<file path="src/rtl/pipe_pkg.sv">
// Shared types for the pipeline stage register: handshake FSM state encoding and counter width.
package pipe_pkg;

  typedef enum logic [1:0] {
    EMPTY = 2'b00,
    BUSY  = 2'b01,
    FULL  = 2'b10
  } pipe_state_t;

  localparam int STALL_CNT_W = 32;

endpackage

</file>
<file path="src/rtl/pipe_reg_slot.sv">
// One payload entry: load-enabled register with synchronous active-low reset and clear to RESET_VAL.
// Single-cycle write, no handshake of its own; the owner decides when to load or clear.
module pipe_reg_slot #(
  parameter int              WIDTH     = 32,
  parameter logic [WIDTH-1:0] RESET_VAL = '0
) (
  input  logic             clk,
  input  logic             rst,
  input  logic             clr,
  input  logic             load,
  input  logic [WIDTH-1:0] d,
  output logic [WIDTH-1:0] q
);

  always_ff @(posedge clk) begin
    if (!rst) begin
      q <= RESET_VAL;
    end else if (clr) begin
      q <= RESET_VAL;
    end else if (load) begin
      q <= d;
    end
  end

endmodule

</file>
<file path="src/rtl/pipe_stage_reg.sv">
// Valid/ready pipeline register with 2-entry skid buffer and flush; 1-cycle latency, full throughput,
// in_ready depends only on registered state. PIPE_REG_PERF_EN adds a saturating stall_cnt output.
module pipe_stage_reg
  import pipe_pkg::*;
#(
  parameter int              WIDTH     = 32,
  parameter logic [WIDTH-1:0] RESET_VAL = '0
) (
  input  logic                   clk,
  input  logic                   rst,
  input  logic                   flush,
  input  logic                   in_valid,
  output logic                   in_ready,
  input  logic [WIDTH-1:0]       in_data,
  output logic                   out_valid,
  input  logic                   out_ready,
  output logic [WIDTH-1:0]       out_data
`ifdef PIPE_REG_PERF_EN
  ,
  output logic [STALL_CNT_W-1:0] stall_cnt
`endif
);

  pipe_state_t      state_q;
  pipe_state_t      state_d;
  logic             main_load;
  logic             main_from_skid;
  logic             skid_load;
  logic [WIDTH-1:0] main_d;
  logic [WIDTH-1:0] main_q;
  logic [WIDTH-1:0] skid_q;

  always_ff @(posedge clk) begin
    if (!rst) begin
      state_q <= EMPTY;
    end else begin
      state_q <= state_d;
    end
  end

  // FULL ignores in_valid entirely; in_ready is already low there.
  always_comb begin
    state_d        = state_q;
    main_load      = 1'b0;
    main_from_skid = 1'b0;
    skid_load      = 1'b0;
    case (state_q)
      EMPTY: begin
        if (in_valid) begin
          main_load = 1'b1;
          state_d   = BUSY;
        end
      end
      BUSY: begin
        if (in_valid && out_ready) begin
          main_load = 1'b1;
        end else if (in_valid) begin
          skid_load = 1'b1;
          state_d   = FULL;
        end else if (out_ready) begin
          state_d = EMPTY;
        end
      end
      FULL: begin
        if (out_ready) begin
          main_load      = 1'b1;
          main_from_skid = 1'b1;
          state_d        = BUSY;
        end
      end
      default: begin
        state_d = EMPTY;
      end
    endcase
    if (flush) begin
      state_d   = EMPTY;
      main_load = 1'b0;
      skid_load = 1'b0;
    end
  end

  assign main_d = main_from_skid ? skid_q : in_data;

  pipe_reg_slot #(
    .WIDTH     (WIDTH),
    .RESET_VAL (RESET_VAL)
  ) u_main (
    .clk  (clk),
    .rst  (rst),
    .clr  (flush),
    .load (main_load),
    .d    (main_d),
    .q    (main_q)
  );

  pipe_reg_slot #(
    .WIDTH     (WIDTH),
    .RESET_VAL (RESET_VAL)
  ) u_skid (
    .clk  (clk),
    .rst  (rst),
    .clr  (flush),
    .load (skid_load),
    .d    (in_data),
    .q    (skid_q)
  );

  assign out_data  = main_q;
  assign out_valid = (state_q == BUSY) || (state_q == FULL);
  assign in_ready  = (state_q == EMPTY) || (state_q == BUSY);

`ifdef PIPE_REG_PERF_EN
  // Survives flush on purpose so stall history spans squashes; only reset clears it.
  always_ff @(posedge clk) begin
    if (!rst) begin
      stall_cnt <= '0;
    end else if (out_valid && !out_ready && (stall_cnt != '1)) begin
      stall_cnt <= stall_cnt + 1'b1;
    end
  end
`endif

endmodule

</file>
<file path="config.mk">
export PLATFORM = sky130hd
export DESIGN_NAME = pipe_stage_reg
export DESIGN_NICKNAME = d
export VERILOG_FILES = /design/src/rtl/pipe_pkg.sv /design/src/rtl/pipe_reg_slot.sv /design/src/rtl/pipe_stage_reg.sv
export SDC_FILE = /design/constraint.sdc
export NUM_CORES = 1
export LEC_CHECK = 0
export ABC_AREA = 1
export CORE_MARGIN = 2
export CORE_UTILIZATION = 40
export CTS_BUF_LIST = sky130_fd_sc_hd__clkbuf_16
export DETAILED_ROUTE_END_ITERATION = 10
export PLACE_DENSITY = 0.74
export SYNTH_ARGS = -nofsm -noshare
export SYNTH_HDL_FRONTEND = slang
export SYNTH_HIERARCHICAL = 1
export SYNTH_SLANG_ARGS = --single-unit
</file>
<file path="constraint.sdc">
create_clock -name clk -period 1.5 [get_ports clk]
set_input_delay 0.3 -clock clk [delete_from_list [all_inputs] [get_ports clk]]
set_output_delay 0.3 -clock clk [all_outputs]
set_load 0.02 [all_outputs]
</file>
# Word-level counts from Yosys, hierarchy flattened
# Cells that the tools add are included.
[totals]
elab_cells = 32
mem_bits_ro = 0
n_memories = 0
out_inout_bits = 34
ramBits = 0
reg_bits = 66
inputBits = 37
latch_bits = 0
[op_classes]
n_shift = 0
div_mod_pow = 0
n_lt_le_gt_ge = 0
multipliers = 0
mux = 16
n_reduce_logical = 6
addsub = 0
n_bitwise = 1
eq_ne = 6
[ops]
columns = ["op", "count"]
rows = [
  ["$mux W32", 1],
  ["$mux W2", 5],
  ["$mux W1", 8],
  ["$ne A2 B2 Y1 const B", 3],
  ["$pmux W2 S3", 1],
  ["$reduce_and A4 Y1", 1],
  ["$ne A3 B3 Y1 const B", 1],
  ["$pmux W1 S3", 1],
  ["$eq A2 B1 Y1 const B", 1],
  ["$eq A2 B2 Y1 const B", 1],
  ["$logic_not A2 Y1", 1],
  ["$logic_or A1 B1 Y1", 2],
  ["$reduce_or A2 Y1", 1],
  ["$logic_and A1 B1 Y1", 1],
  ["$not A1 Y1", 1],
]

# Logic depth before layout (Yosys ltp)
# Gate-level depths: netlist (run 1).
[depth]
ltp_word = 4
ltp_mapped = 11
mapped_depth_nobuf = 9

# By module
# Netlist (run 1), hierarchy kept.
[modules_own_cells]
columns = ["module", "instances", "cells_per_inst", "seq_area_each_um2", "area_each_um2"]
rows = [
  ["pipe_reg_slot", 2, 141, 640.6, 1236.2],
  ["pipe_stage_reg", 1, 140, 40.0, 634.4],
]

# Worst setup path before layout (run 1)
# OpenSTA, ideal clock, no wires.
[synth_path]
path_type = "register to register"
from = "reg state_q[0]"
to = "reg u_main.q[18]"
arrival_time_ns = 1.371
path_buffers = 2
period_less_slack_ns = 1.496
path_stages_with_launch = 12
slack_ns = 0.004
setup_ns = 0.125
required_time_ns = 1.375
cell_sequence = "dfxtp_1 -> inv_2 -> ha_1 -> nand2_2 -> nand2_1 -> a21oi_1 -> nor3_1 -> buf_6 -> inv_8 -> buf_12 -> nand2_2 -> a21oi_2"
[synth_via]
elab_chain_len = 3
word_cells_on_any_way = 7
cone_classes = "2 x eq/ne; 4 x mux; 1 x reduce/logical"
[synth_rtl]
columns = ["element", "line", "text"]
rows = [
  ["from (decl)", "pipe_stage_reg.sv:24", "pipe_state_t state_q;"],
  ["from (signal assigned)", "pipe_stage_reg.sv:37", "state_q <= state_d;"],
  ["$eq A2 B2 Y1 (tied with other cells)", "pipe_stage_reg.sv:47", "case (state_q)"],
  ["$pmux W1 S3 (*)", "pipe_stage_reg.sv:47", ""],
  ["$mux W1 (*)", "pipe_stage_reg.sv:75", "if (flush) begin"],
  ["net main_load", "pipe_stage_reg.sv:26", "logic main_load;"],
  ["to (signal assigned)", "pipe_reg_slot.sv:17", "q <= RESET_VAL;"],
  ["to (signal assigned)", "pipe_reg_slot.sv:19", "q <= RESET_VAL;"],
  ["to (signal assigned)", "pipe_reg_slot.sv:21", "q <= d;"],
  ["to (decl)", "pipe_reg_slot.sv:12", "output logic [WIDTH-1:0] q"],
]
# Mark *: on every way through the listed nets, which the timed path passes. The rest lies on a longest branch.
# A chain may end at the register's enable or synchronous reset.

# Worst setup path in the final report (run 1)
[layout_path]
from = "reg state_q[1]"
to = "reg u_main.q[5]"
# Same word-level chain as after synthesis.

==> flow_summary.yaml, run 1 <==
outcome:
  run_status: "complete, but fails checks"
  violations: "negative setup slack"
detailed_routing:
  antenna_left: 0
  vias_per_cell: 4.74
  vias: 2889
  drt_iter0_markers: 150
  drc: 0
  wirelength_um: 8030
  dr.pass1.iters: 4
  routedWlPerCell_um: 13.2
cts:
  cts.clk_slew.worst_paths_ps: 50
  cts_tree: "yes"
  numCtsBuffers: 9
  root_buffer: "clkbuf_16"
  clock_latency_ps: 320
  cts_buffer_depth: 2
  ctsHoldBuffers: 0
  cts_sinks: 66
  htreeDepth: 3
grt:
  grt-ovfl-total: 0
  grt_pass1_wl_um: 12700
  grtUsageTotal_pct: 18.9
  grt_pass1_vias: 2753
  grt_start_max_net_pins: 33
  antenna_found_initial: 0
cells_and_area:
  final_util_pct: 58.7
  multiInputGateArea_um2: 1640
  register_area_um2: 1330
  final_nets: 544
  fillers: 671
  area_delta_synth_final_pct: 43.7
  antenna_cells: 0
  drive_above_1_share_pct: 27.0
timing:
  setup_viol: 33
  final.period_utilization_pct: 111
  hold_ws_ps: 441
  worstMarginPinSlew_ps: 290
  hold_viol: 0
  fin_crit_ps: 1660
  maxSlewHeadroom_pct: 80.6
  final.setup.tns_ps: -3850
  maxSlewViolCount: 0
  clock.fmax_mhz: 603
  rsz0062_at_grt: "yes"
  finalClockSkew_ps: 6.08
  setup_ws_ps: -159
logic_synthesis:
  synth_top_cell_by_area: "dfxtp_1"
  netlist.area_leader.share_pct: 42.5
  synth-async-reset-ratio_pct: 0
  netlist_top_cells_area: "dfxtp_1, nand2_1, a21oi_1, a21oi_2, nand2_2"
  yosys_warnings: 6
  synth.most_common_cell: "nand2_1"
  ys_ff_latch: 66
  netlist_instances: 422
  synth_edf_count: 0
  ys.flop_type: "dfxtp_1"
  seq_area_frac_synth_pct: 42.5
  yosysUniqueCellTypes: 17
  ys_top_cells_by_count: "nand2_1, dfxtp_1, a21oi_1, a21oi_2, nand2_2"
  synth_fp_nets: 463
  synth.avg_cell_area_um2: 7.36
  syn_area_um2: 3110
worst_hold_path:
  holdPathEnd: "state_q[1]"
  hold_depth: 4
  hp-class: "primary input to flop"
  worstHoldStart: "flush"
power_and_ir_drop:
  power_leakage_nw: 1.88
  powerDensity_nw_per_um2: 926
  finalPower_mw: 4.14
  ir_drop_mv: 0.543
placement:
  hpwlAfterDp_um: 4880
  routabilityCongestion: 0.733
  port_buffers: 70
worst_setup_path:
  path_max_fanout: 7
  cp.required_ps: 1750
  rr_worst_depth: 10
  crit_type: "flop to flop"
  crit_path_start: "state_q[1]"
  cpPeakStageDelay_ps: 370
  critPathLaunchType: "flop"
  reg2reg_from: "state_q[1]"
  worstPathCellList: "inv_4, ha_4, nand3_2, nand2_1, a21oi_2, nor3_2, clkbuf_16, clkbuf_16, nand2_2, a21oi_1"
  critPathMostFrequentCell: "clkbuf_16"
  critPathArrivalTime_ps: 1910
  cp_slowest_cell: "dfxtp_4"
  reg2reg_to: "u_main/q[5]"
  ff2ff_setup_slack_ps: -160
  end_kind: "flop"
die:
  ioPinCount: 71
  core_um2: 7610
  rows: 32
  die_w_um: 92.1
  initial_core_util_pct: 40.8
  fp.dieH_um: 92.1
  die_area_um2: 8490
run:
  maxCapViolations: 0
## state kept, by name, indices dropped and copies added, names as in the netlist
| signal | flops |
|---|---|
| u_skid/q | 32 |
| state_q | 2 |
| u_main/q | 32 |
## placed cells by master (no fill, tap or decap)
cell / count
a21oi_1: 33
dlygate4sd2_1: 33
clkinv_2: 1
buf_8: 1
nand2_1: 186
buf_6: 4
inv_1: 11
nor2_1: 5
inv_12: 1
clkinvlp_4: 1
dfxtp_4: 2
ha_4: 2
dlymetal6s2s_1: 2
nor3_2: 1
nor4_4: 1
buf_16: 1
clkinv_1: 1
dfxtp_1: 64
inv_4: 2
nand3_1: 2
clkbuf_16: 12
nand2_4: 5
ha_1: 1
nand2_2: 45
ha_2: 1
clkdlybuf4s50_1: 33
a21oi_2: 33
nand3_2: 1
inv_8: 1
inv_2: 3
buf_12: 7
buf_4: 12
## layout make-up
cell class,count,area share (%)
clock buffer,9,5.04
clock inverter,7,0.700
inverter,14,1.74
multi-input combinational,316,36.7
sequential,66,29.8
tap,102,2.86
timing repair buffer,96,23.2
## timing repair
action | in CTS | in global routing
cloned | 1 | 2
resized for setup | 55 | 60
buffers inserted | 2 | 4
pin swaps | 0 | 35
endpoints found under the setup margin | 98 | 66
## metal layers
metal,GRT usage (%),vias up,share of wire (%)
li1,-,1488,-
met2,32.0,59,52
met5,0,-,0
met3,5.42,11,4.0
met1,22.1,1331,43
met4,8.33,0,1.4
## logic make-up (layout without fill, tap and decap cells)
| group | after synthesis | in the layout | synth area share [%] |
|---|---|---|---|
| AOI/OAI and AO/OA | 66 | 66 | 13.3 |
| adders and majority gates | 4 | 4 | 1.61 |
| DFF | 66 | 66 | 42.5 |
| and+or+nand+nor | 246 | 246 | 31.7 |
| buffers and inverters | 40 | 126 | 10.8 |
## worst max-delay path, delay by kind of cell, from the launching register on
| kind | cells | cell delay [ps] |
|---|---|---|
| simple gates | 4 | 450 |
| fa+ha+maj | 1 | 150 |
| buf+inv | 3 | 470 |
| flops | 1 | 370 |
| compound gates | 2 | 160 |
## per-stage QoR
step                      instance area, um^2  setup WS, ps  cells
final                                    4470          -159    610
after floorplan                          3110          3.61    422
after detailed placement                 3900          -400    586
after global routing                     4470          -215    610
after global placement                   3900          -360    586
after CTS                                4200         -95.7    605
## how the worst max path moves through the flow
stage	endpoint	slack (ps)
finish	u_main/q[5]	-160
global route	u_main/q[5]	-210
CTS	u_skid/q[25]	-100
detailed placement	u_main/q[3]	-400
global placement	u_skid/q[21]	-360
floorplan	u_main/q[18]	4
## where the power goes
group          internal, mW  switching, mW  leakage, nW
Combinational         0.263          0.298         1.21
Sequential             1.78         0.0171        0.535
Clock                  1.08          0.696        0.138
Total                  3.13           1.01         1.88
No activity file was read; power rests on OpenSTA's default activity.
==> run 2, diff against run 1 <==
Settings changed: PLACE_DENSITY 0.74 to 0.69.
==> run 2 against run 1 <==
Net effect: global-route usage grew 2.1 points; the flow still finishes with violations (negative setup slack); routed wire length increased by 11%; critical endpoint is now u_main/q[30]; utilization is 5.9 points higher.
==> flow_summary.yaml, run 2 (same netlist as run 1, synthesis figures left out) <==
cts:
  root_buffer: "clkbuf_16"
  htreeDepth: 3
  ctsHoldBuffers: 0
  clock_latency_ps: 330
  cts.clk_slew.worst_paths_ps: 60
  cts_buffer_depth: 2
  cts_sinks: 66
  numCtsBuffers: 9
  cts_tree: "yes"
detailed_routing:
  dr.pass1.iters: 5
  vias_per_cell: 4.92
  drt_iter0_markers: 176
  wirelength_um: 8880
  drc: 0
  routedWlPerCell_um: 14.3
  antenna_left: 0
  vias: 3051
cells_and_area:
  area_delta_synth_final_pct: 58.2
  final_util_pct: 64.6
  reg.largest.list: "u_main/q x32, u_skid/q x32, state_q x2"
  final_common_cell: "nand2_1"
  layout_common_cells: "nand2_1, dfxtp_1, nand2_2, clkdlybuf4s50_1, a21oi_2"
  drive_above_1_share_pct: 34.9
  final_nets: 554
  design_area_um2: 4910
  antenna_cells: 0
timing:
  setup_ws_ps: -164
  setup_viol: 66
  hold_viol: 0
  fin_crit_ps: 1660
  worstMarginPinSlew_ps: 340
  maxSlewHeadroom_pct: 77.3
  maxSlewViolCount: 0
  finalClockSkew_ps: 6.34
  final.setup.tns_ps: -7450
  final.period_utilization_pct: 111
  clock.fmax_mhz: 601
  rsz0062_at_grt: "yes"
worst_setup_path:
  end_kind: "flop"
  path_max_fanout: 8
  critPathArrivalTime_ps: 1870
  cp.required_ps: 1710
  critPathLaunchType: "flop"
  crit_type: "flop to flop"
grt:
  grt_pass1_wl_um: 14000
  grtUsageTotal_pct: 21.0
  grt_pass1_vias: 2991
  grt_start_max_net_pins: 33
  antenna_found_initial: 0
  grt-ovfl-total: 0
die:
  die_area_um2: 8490
  initial_core_util_pct: 40.8
  ioPinCount: 71
  rows: 32
  die_w_um: 92.1
  core_um2: 7610
  fp.dieH_um: 92.1
outcome:
  violations: "negative setup slack"
  run_status: "complete, but fails checks"
power_and_ir_drop:
  ir_drop_mv: 0.583
  power_leakage_nw: 2.01
  powerDensity_nw_per_um2: 950
  finalPower_mw: 4.67
placement:
  hpwlAfterDp_um: 4720
  dpl_worst_slack_ps: -328
  routabilityCongestion: 0.739
  port_buffers: 70
  placed_area_um2: 3970
worst_hold_path:
  hp-class: "flop to flop"
run:
  maxCapViolations: 0
## run 2: cell count changes in the layout (fill, tap and decap cells not counted), moves of 3 or more
cell,previous run,this run
nand2_1,186,160
buf_6,4,9
inv_1,11,6
buf_4,12,9
nand2_4,5,26
buf_12,7,13
inv_16,0,3
nand2_2,45,50
## run 2: worst max-delay path, cell delays in order, from the launching register on
cell,delay (ps)
dfxtp_2,340
inv_2,70
ha_4,160
nand3_4,90
nand2_4,100
a21oi_4,40
nor3_4,260
buf_6,140
buf_12,150
inv_16,60
nand2_2,50
a21oi_1,60
## run 2: where the power goes
part           internal [mW]  switching [mW]
clock network           1.45           0.776
registers               1.78          0.0207
logic                  0.304           0.339
## run 2: final cells by class
type                            count  area [um^2]
Fill cell                         641         2690
Multi-Input combinational cell    316         1850
Sequential cell                    66         1330
Timing Repair Buffer              101         1120
Clock buffer                        9          225
Tap cell                          102          128
Clock inverter                      7         93.8
Inverter                           14         92.6
Timing Repair inverter              5         80.1
## run 2: final timing paths
path | start | end | slack [ps] | depth (start not counted)
min | u_main/q[19] | u_main/q[19] | 460 | 2
max reg2reg | state_q[1] | u_main/q[30] | -160 | 11
max | state_q[1] | u_main/q[30] | -160 | 11
min reg2reg | u_main/q[19] | u_main/q[19] | 460 | 2
## run 2: timing repair
action,in CTS,in global routing
gates cloned,7,2
endpoints found under the setup margin,98,66
pin swaps,10,29
setup buffers,3,4
gates resized for setup,113,75
## run 2: per-stage QoR
stage	instances	hold WS, ps
5_1_grt	620	476
3_3_place_gp	590	448
6_report	620	457
4_1_cts	616	459
3_5_place_dp	590	452
2_1_floorplan	422	439
## run 2: metal layers
metal | up-vias | global-route usage, % | routed length [um]
met5 | - | 0 | 0
met4 | 0 | 9.33 | 148
met3 | 13 | 5.26 | 482
met2 | 110 | 36.2 | 4550
met1 | 1418 | 24.5 | 3690
li1 | 1510 | - | -
